--- config.mk ---
export PLATFORM = sky130hd
export DESIGN_NAME = apb_axi_lite_bridge
export DESIGN_NICKNAME = d
export VERILOG_FILES = /design/src/rtl/apb_axi_lite_bridge_pkg.sv /design/src/rtl/apb_axi_lite_bridge.sv
export SDC_FILE = /design/constraint.sdc
export NUM_CORES = 1
export LEC_CHECK = 0
export CAP_MARGIN = 25
export CORE_UTILIZATION = 36
export DETAILED_ROUTE_END_ITERATION = 8
export GPL_TIMING_DRIVEN = 0
export PLACE_DENSITY = 0.91
export SLEW_MARGIN = 15
export SYNTH_ARGS = -nofsm -noshare
export SYNTH_HDL_FRONTEND = slang
export SYNTH_SLANG_ARGS = --single-unit
--- constraint.sdc ---
create_clock -name s_apb_pclk -period 2.05 [get_ports s_apb_pclk]
set_input_delay 0.3075 -clock s_apb_pclk [delete_from_list [all_inputs] [get_ports s_apb_pclk]]
set_output_delay 0.3075 -clock s_apb_pclk [all_outputs]
set_load 0.05 [all_outputs]
--- src/rtl/apb_axi_lite_bridge_pkg.sv ---
// Shared types and constants for the APB -> AXI4-Lite bridge.
package apb_axi_lite_bridge_pkg;

    // Bridge FSM; one transaction in flight at a time.
    typedef enum logic [2:0] {
        StIdle,
        StWrReq,
        StWrResp,
        StRdReq,
        StRdResp,
        StDone
    } state_e;

    // AXI response codes; bit 1 set means SLVERR or DECERR.
    localparam logic [1:0] RespOkay   = 2'b00;
    localparam logic [1:0] RespExOkay = 2'b01;
    localparam logic [1:0] RespSlvErr = 2'b10;
    localparam logic [1:0] RespDecErr = 2'b11;

    function automatic logic resp_is_err(input logic [1:0] resp);
        return resp[1];
    endfunction

endpackage

--- src/rtl/apb_axi_lite_bridge.sv ---
// APB completer to AXI4-Lite manager bridge. Each APB transfer becomes one single-beat AXI
// read or write; the APB access phase is stalled until the AXI response arrives.
module apb_axi_lite_bridge
    import apb_axi_lite_bridge_pkg::*;
#(
    parameter int unsigned       ADDR_W       = 32,
    parameter logic [ADDR_W-1:0] BASE_ADDR    = 32'h0000_0000,
    parameter logic [ADDR_W-1:0] WINDOW_BYTES = 32'h0001_0000
) (
    input  logic              s_apb_pclk,
    input  logic              s_apb_preset,
    input  logic [ADDR_W-1:0] s_apb_paddr,
    input  logic              s_apb_psel,
    input  logic              s_apb_penable,
    input  logic              s_apb_pwrite,
    input  logic [31:0]       s_apb_pwdata,
    input  logic [3:0]        s_apb_pstrb,
    input  logic [2:0]        s_apb_pprot,
    output logic [31:0]       s_apb_prdata,
    output logic              s_apb_pready,
    output logic              s_apb_pslverr,
    output logic [ADDR_W-1:0] m_axi_awaddr,
    output logic [2:0]        m_axi_awprot,
    output logic              m_axi_awvalid,
    input  logic              m_axi_awready,
    output logic [31:0]       m_axi_wdata,
    output logic [3:0]        m_axi_wstrb,
    output logic              m_axi_wvalid,
    input  logic              m_axi_wready,
    input  logic [1:0]        m_axi_bresp,
    input  logic              m_axi_bvalid,
    output logic              m_axi_bready,
    output logic [ADDR_W-1:0] m_axi_araddr,
    output logic [2:0]        m_axi_arprot,
    output logic              m_axi_arvalid,
    input  logic              m_axi_arready,
    input  logic [31:0]       m_axi_rdata,
    input  logic [1:0]        m_axi_rresp,
    input  logic              m_axi_rvalid,
    output logic              m_axi_rready
);

    state_e            state_q, state_d;
    logic [ADDR_W-1:0] addr_q, addr_d;
    logic [31:0]       wdata_q, wdata_d;
    logic [3:0]        strb_q, strb_d;
    logic [2:0]        prot_q, prot_d;
    logic              awvalid_q, awvalid_d;
    logic              wvalid_q, wvalid_d;
    logic              bready_q, bready_d;
    logic              arvalid_q, arvalid_d;
    logic              rready_q, rready_d;
    logic              pready_q, pready_d;
    logic              pslverr_q, pslverr_d;
    logic [31:0]       prdata_q, prdata_d;

    logic [ADDR_W-1:0] offset;
    logic              in_window;
    logic              setup;
    logic              aw_done, w_done;
    logic              unused_bits;

    // Unsigned offset compare handles address wrap around the top of the space.
    assign offset      = s_apb_paddr - BASE_ADDR;
    assign in_window   = offset < WINDOW_BYTES;
    assign setup       = s_apb_psel && !s_apb_penable;
    assign aw_done     = !awvalid_q || m_axi_awready;
    assign w_done      = !wvalid_q || m_axi_wready;
    assign unused_bits = ^{s_apb_paddr[1:0], m_axi_bresp[0], m_axi_rresp[0]};

    // Next-state and registered-output logic.
    always_comb begin
        state_d   = state_q;
        addr_d    = addr_q;
        wdata_d   = wdata_q;
        strb_d    = strb_q;
        prot_d    = prot_q;
        awvalid_d = awvalid_q;
        wvalid_d  = wvalid_q;
        bready_d  = bready_q;
        arvalid_d = arvalid_q;
        rready_d  = rready_q;
        pready_d  = 1'b0;
        pslverr_d = 1'b0;
        prdata_d  = '0;

        unique case (state_q)
            StIdle: begin
                if (setup) begin
                    addr_d  = {s_apb_paddr[ADDR_W-1:2], 2'b00};
                    wdata_d = s_apb_pwdata;
                    strb_d  = s_apb_pwrite ? s_apb_pstrb : 4'h0;
                    prot_d  = s_apb_pprot;
                    if (!in_window) begin
                        state_d   = StDone;
                        pready_d  = 1'b1;
                        pslverr_d = 1'b1;
                    end else if (s_apb_pwrite) begin
                        state_d   = StWrReq;
                        awvalid_d = 1'b1;
                        wvalid_d  = 1'b1;
                    end else begin
                        state_d   = StRdReq;
                        arvalid_d = 1'b1;
                    end
                end
            end
            StWrReq: begin
                if (awvalid_q && m_axi_awready) awvalid_d = 1'b0;
                if (wvalid_q && m_axi_wready)   wvalid_d  = 1'b0;
                if (aw_done && w_done) begin
                    state_d  = StWrResp;
                    bready_d = 1'b1;
                end
            end
            StWrResp: begin
                if (m_axi_bvalid) begin
                    state_d   = StDone;
                    bready_d  = 1'b0;
                    pready_d  = 1'b1;
                    pslverr_d = resp_is_err(m_axi_bresp);
                end
            end
            StRdReq: begin
                if (m_axi_arready) begin
                    state_d   = StRdResp;
                    arvalid_d = 1'b0;
                    rready_d  = 1'b1;
                end
            end
            StRdResp: begin
                if (m_axi_rvalid) begin
                    state_d   = StDone;
                    rready_d  = 1'b0;
                    pready_d  = 1'b1;
                    pslverr_d = resp_is_err(m_axi_rresp);
                    prdata_d  = resp_is_err(m_axi_rresp) ? 32'h0 : m_axi_rdata;
                end
            end
            StDone: begin
                state_d = StIdle;
            end
            default: begin
                state_d = StIdle;
            end
        endcase
    end

    // State and output registers with synchronous reset.
    always_ff @(posedge s_apb_pclk) begin
        if (s_apb_preset) begin
            state_q   <= StIdle;
            addr_q    <= '0;
            wdata_q   <= '0;
            strb_q    <= '0;
            prot_q    <= '0;
            awvalid_q <= 1'b0;
            wvalid_q  <= 1'b0;
            bready_q  <= 1'b0;
            arvalid_q <= 1'b0;
            rready_q  <= 1'b0;
            pready_q  <= 1'b0;
            pslverr_q <= 1'b0;
            prdata_q  <= '0;
        end else begin
            state_q   <= state_d;
            addr_q    <= addr_d;
            wdata_q   <= wdata_d;
            strb_q    <= strb_d;
            prot_q    <= prot_d;
            awvalid_q <= awvalid_d;
            wvalid_q  <= wvalid_d;
            bready_q  <= bready_d;
            arvalid_q <= arvalid_d;
            rready_q  <= rready_d;
            pready_q  <= pready_d;
            pslverr_q <= pslverr_d;
            prdata_q  <= prdata_d;
        end
    end

    assign s_apb_prdata  = prdata_q;
    assign s_apb_pready  = pready_q;
    assign s_apb_pslverr = pslverr_q;
    assign m_axi_awaddr  = addr_q;
    assign m_axi_awprot  = prot_q;
    assign m_axi_awvalid = awvalid_q;
    assign m_axi_wdata   = wdata_q;
    assign m_axi_wstrb   = strb_q;
    assign m_axi_wvalid  = wvalid_q;
    assign m_axi_bready  = bready_q;
    assign m_axi_araddr  = addr_q;
    assign m_axi_arprot  = prot_q;
    assign m_axi_arvalid = arvalid_q;
    assign m_axi_rready  = rready_q;

endmodule

==> impl_metrics.tcl <==
set metrics [dict create \
    cts.repair.resized 0 \
    grt_setup_unrepaired "false" \
    start_util 0.3731 \
    yosys_warnings 0 \
    drv_cap 0 \
    synth_top_area_frac 0.5423 \
    ff2ff_setup_slack_ps 260 \
    design.die.area_um2 11810 \
    fin_crit_ps 1944 \
    wl_mm 12.14 \
    worst_slew_pin_slew_ps 643.5 \
    cts_setup_buffers 0 \
    max_freq_mhz 514.5 \
    maxSlewViolCount 0 \
    cts_root_buffer "clkbuf_16" \
    io_pins 262 \
    cts_buffers 9 \
    r2r_start "state_q[2]$_SDFFE_PP0P_" \
    ir_worst_vdd_uv 493.1 \
    slew-limit-headroom 0.5710 \
    fp.dieW_um 108.7 \
    routed_via_density 4.563 \
    timing_hold_violations_final 0 \
    netlist_top_cells_area "dfxtp_1, nand2_1, a21oi_1" \
    syn_avg_cell_area_um2 8.609 \
    critical_path.endpoint_type "output pin" \
    fin_worst_skew_ps 14.96 \
    portBuffers 252 \
    grt_pass1_wl_mm 18.06 \
    avgRoutedWirePerCell_um 13.69 \
    synth_edf_count 0 \
    drc 0 \
    synthArstFlopShare 0 \
    crit_family "buffers and inverters" \
    crit_arrival_ps 1640 \
    finalCritPeriodShare 0.9481 \
    ys_top_cells_by_count "nand2_1, dfxtp_1, a21oi_1, buf_4, and2_1" \
    hp-class "in -> reg" \
    htree_levels 3 \
    grt_pass1_vias 3729 \
    min_path_cells 2 \
    dp_hpwl_mm 9.464 \
    slowest_stage "clkdlybuf4s50_1" \
    setup_viol 0 \
    dieHeight_um 108.7 \
    critPathRequiredTime_ps 1740 \
    yosys.area.top_type "dfxtp_1" \
    r2r_cells 7 \
    cts_sinks 111 \
    gr-total-overflow 0 \
    fillers 881 \
    hold_start "s_apb_preset" \
    cp_cell_sequence "buf_4 > clkdlybuf4s50_1" \
    fin_hold_ws_ps 409.0 \
    clockBufferDepth 2 \
    cp_max_fo 3 \
    row_count 38 \
    drive_gt1_frac 0.09772 \
    finalWeightedCongestion 0.8181 \
    path_clk_slew_ps 80 \
    drtIter0Drc 212 \
    synth_top_flop_cell "dfxtp_1" \
    reg2reg_to "m_axi_wstrb[1]$_SDFFE_PP0P_" \
    final_util 0.6474 \
    layout.nets 859 \
    areaGrowthSynthToFinish_pct 73.53 \
    antenna_found_initial 0 \
    yosysSeqAreaShare 0.5423 \
    ys_types 34 \
    dr.pass1.iters 4 \
    status "complete, no violations" \
    antenna_cells 0 \
    grt_use_total 0.2001 \
    synth_area_um2 4098 \
    cts_tree "yes" \
    holdPathEnd "state_q[1]$_SDFFE_PP0P_" \
    postCtsHoldBufs 0 \
    yosysMostFrequentCell "nand2_1" \
    crit_type "reg -> out" \
    ant_nets 0 \
    insertion_delay_ps 340 \
    powerDensity_nw_per_um2 992.6 \
    cp-start-kind "flip-flop" \
    ys_ff_latch 111 \
    critPathMaxStageDelay_ps 780 \
    synth_cells 476 \
    coreArea_um2 10980 \
    worstPathBufferInverterCount 2 \
    leakage_uw 0.002651 \
    grt_max_degree 20 \
    vias 4047 \
]
==> sequential cells by signal, indices dropped and copies added (netlist names) <==
| name | cells |
|---|---|
| s_apb_pready | 1 |
| m_axi_wstrb | 4 |
| m_axi_wvalid | 1 |
| m_axi_wdata | 32 |
| m_axi_araddr | 30 |
| m_axi_arprot | 3 |
| state_q | 3 |
| s_apb_prdata | 32 |
| m_axi_awvalid | 1 |
| s_apb_pslverr | 1 |
| m_axi_rready | 1 |
| m_axi_arvalid | 1 |
| m_axi_bready | 1 |
==> routing by layer <==
metal,GRT usage,wire length (um),up-vias
met3,0.06635,1082,21
met2,0.3590,6027,187
met4,0.07336,273,0
met1,0.2182,4756,1795
li1,-,-,2044
met5,0,0,-
==> layout by cell type, fill, tap and decap left out, drive strengths merged, types with 2 or more instances in the layout <==
master / synthesis / final
clkdlybuf4s50: 0 / 252
and2: 33 / 33
nand2b: 3 / 3
nand2: 138 / 138
a311oi: 2 / 2
clkinv: 0 / 2
nor4: 5 / 5
buf: 49 / 49
nand3: 7 / 7
nor2: 6 / 6
conb: 1 / 4
nor2b: 3 / 3
clkbuf: 17 / 28
a21oi: 77 / 77
nor3: 6 / 6
inv: 0 / 3
dfxtp: 111 / 111
a31oi: 3 / 3
o21ai: 3 / 3
==> kinds of logic after synthesis <==
family	synth area share
DFF	0.5423
buffers and inverters	0.1047
AOI/OAI and AO/OA	0.1139
other	0.0009152
and+or+nand+nor	0.2382
==> worst max-delay path by stage <==
stage	startpoint	end	cells after the start
after detailed placement	s_apb_paddr[26]	state_q[1]$_SDFFE_PP0P_	6
after global placement	s_apb_penable	m_axi_wdata[9]$_SDFFE_PP0P_	7
after global routing	s_apb_paddr[26]	state_q[1]$_SDFFE_PP0P_	6
after CTS	m_axi_araddr[31]$_SDFFE_PP0P_	m_axi_awaddr[31]	2
after floorplan	m_axi_wvalid$_SDFFE_PP0P_	state_q[2]$_SDFFE_PP0P_	5
final	m_axi_araddr[31]$_SDFFE_PP0P_	m_axi_awaddr[31]	2
==> worst reg2reg max path: stages (launching register included) <==
cell and delay [ps]:
dfxtp_1 310, buf_6 130, nor3_2 390, nand2_2 210
buf_2 250, buf_2 210, nand2_1 90, a21oi_1 60
==> power breakdown <==
part           internal [uW]  total [uW]  switching, uW  leakage, uW
Clock                    919        1740            820     0.000150
Sequential              2380        2530            150     0.000900
Combinational           1070        2790           1720      0.00160
==> stage by stage <==
step / setup slack [ps] / TNS, ps / cells / instance area, um^2 / power (uW)
floorplan: 474.8 / 0 / 479 / 4109 / 4406
global placement: -126.4 / -1341 / 871 / 6807 / 5336
detailed placement: -166.6 / -1617 / 871 / 6807 / 5371
CTS: 89.47 / 0 / 887 / 7108 / 7119
global route: 18.44 / 0 / 887 / 7111 / 7407
finish: 106.4 / 0 / 887 / 7111 / 7058
==> layout make-up <==
type	count	area, um^2	area share
repair buffers	252	2522	0.3547
well taps	140	175.2	0.02463
plain buffers	66	429.2	0.06036
multi-input cells	302	1460	0.2053
flip-flops and latches	111	2222	0.3125
clock buffers	11	252.7	0.03554
clock inverters	5	48.80	0.006863
(Power assumes the default switching activity.)
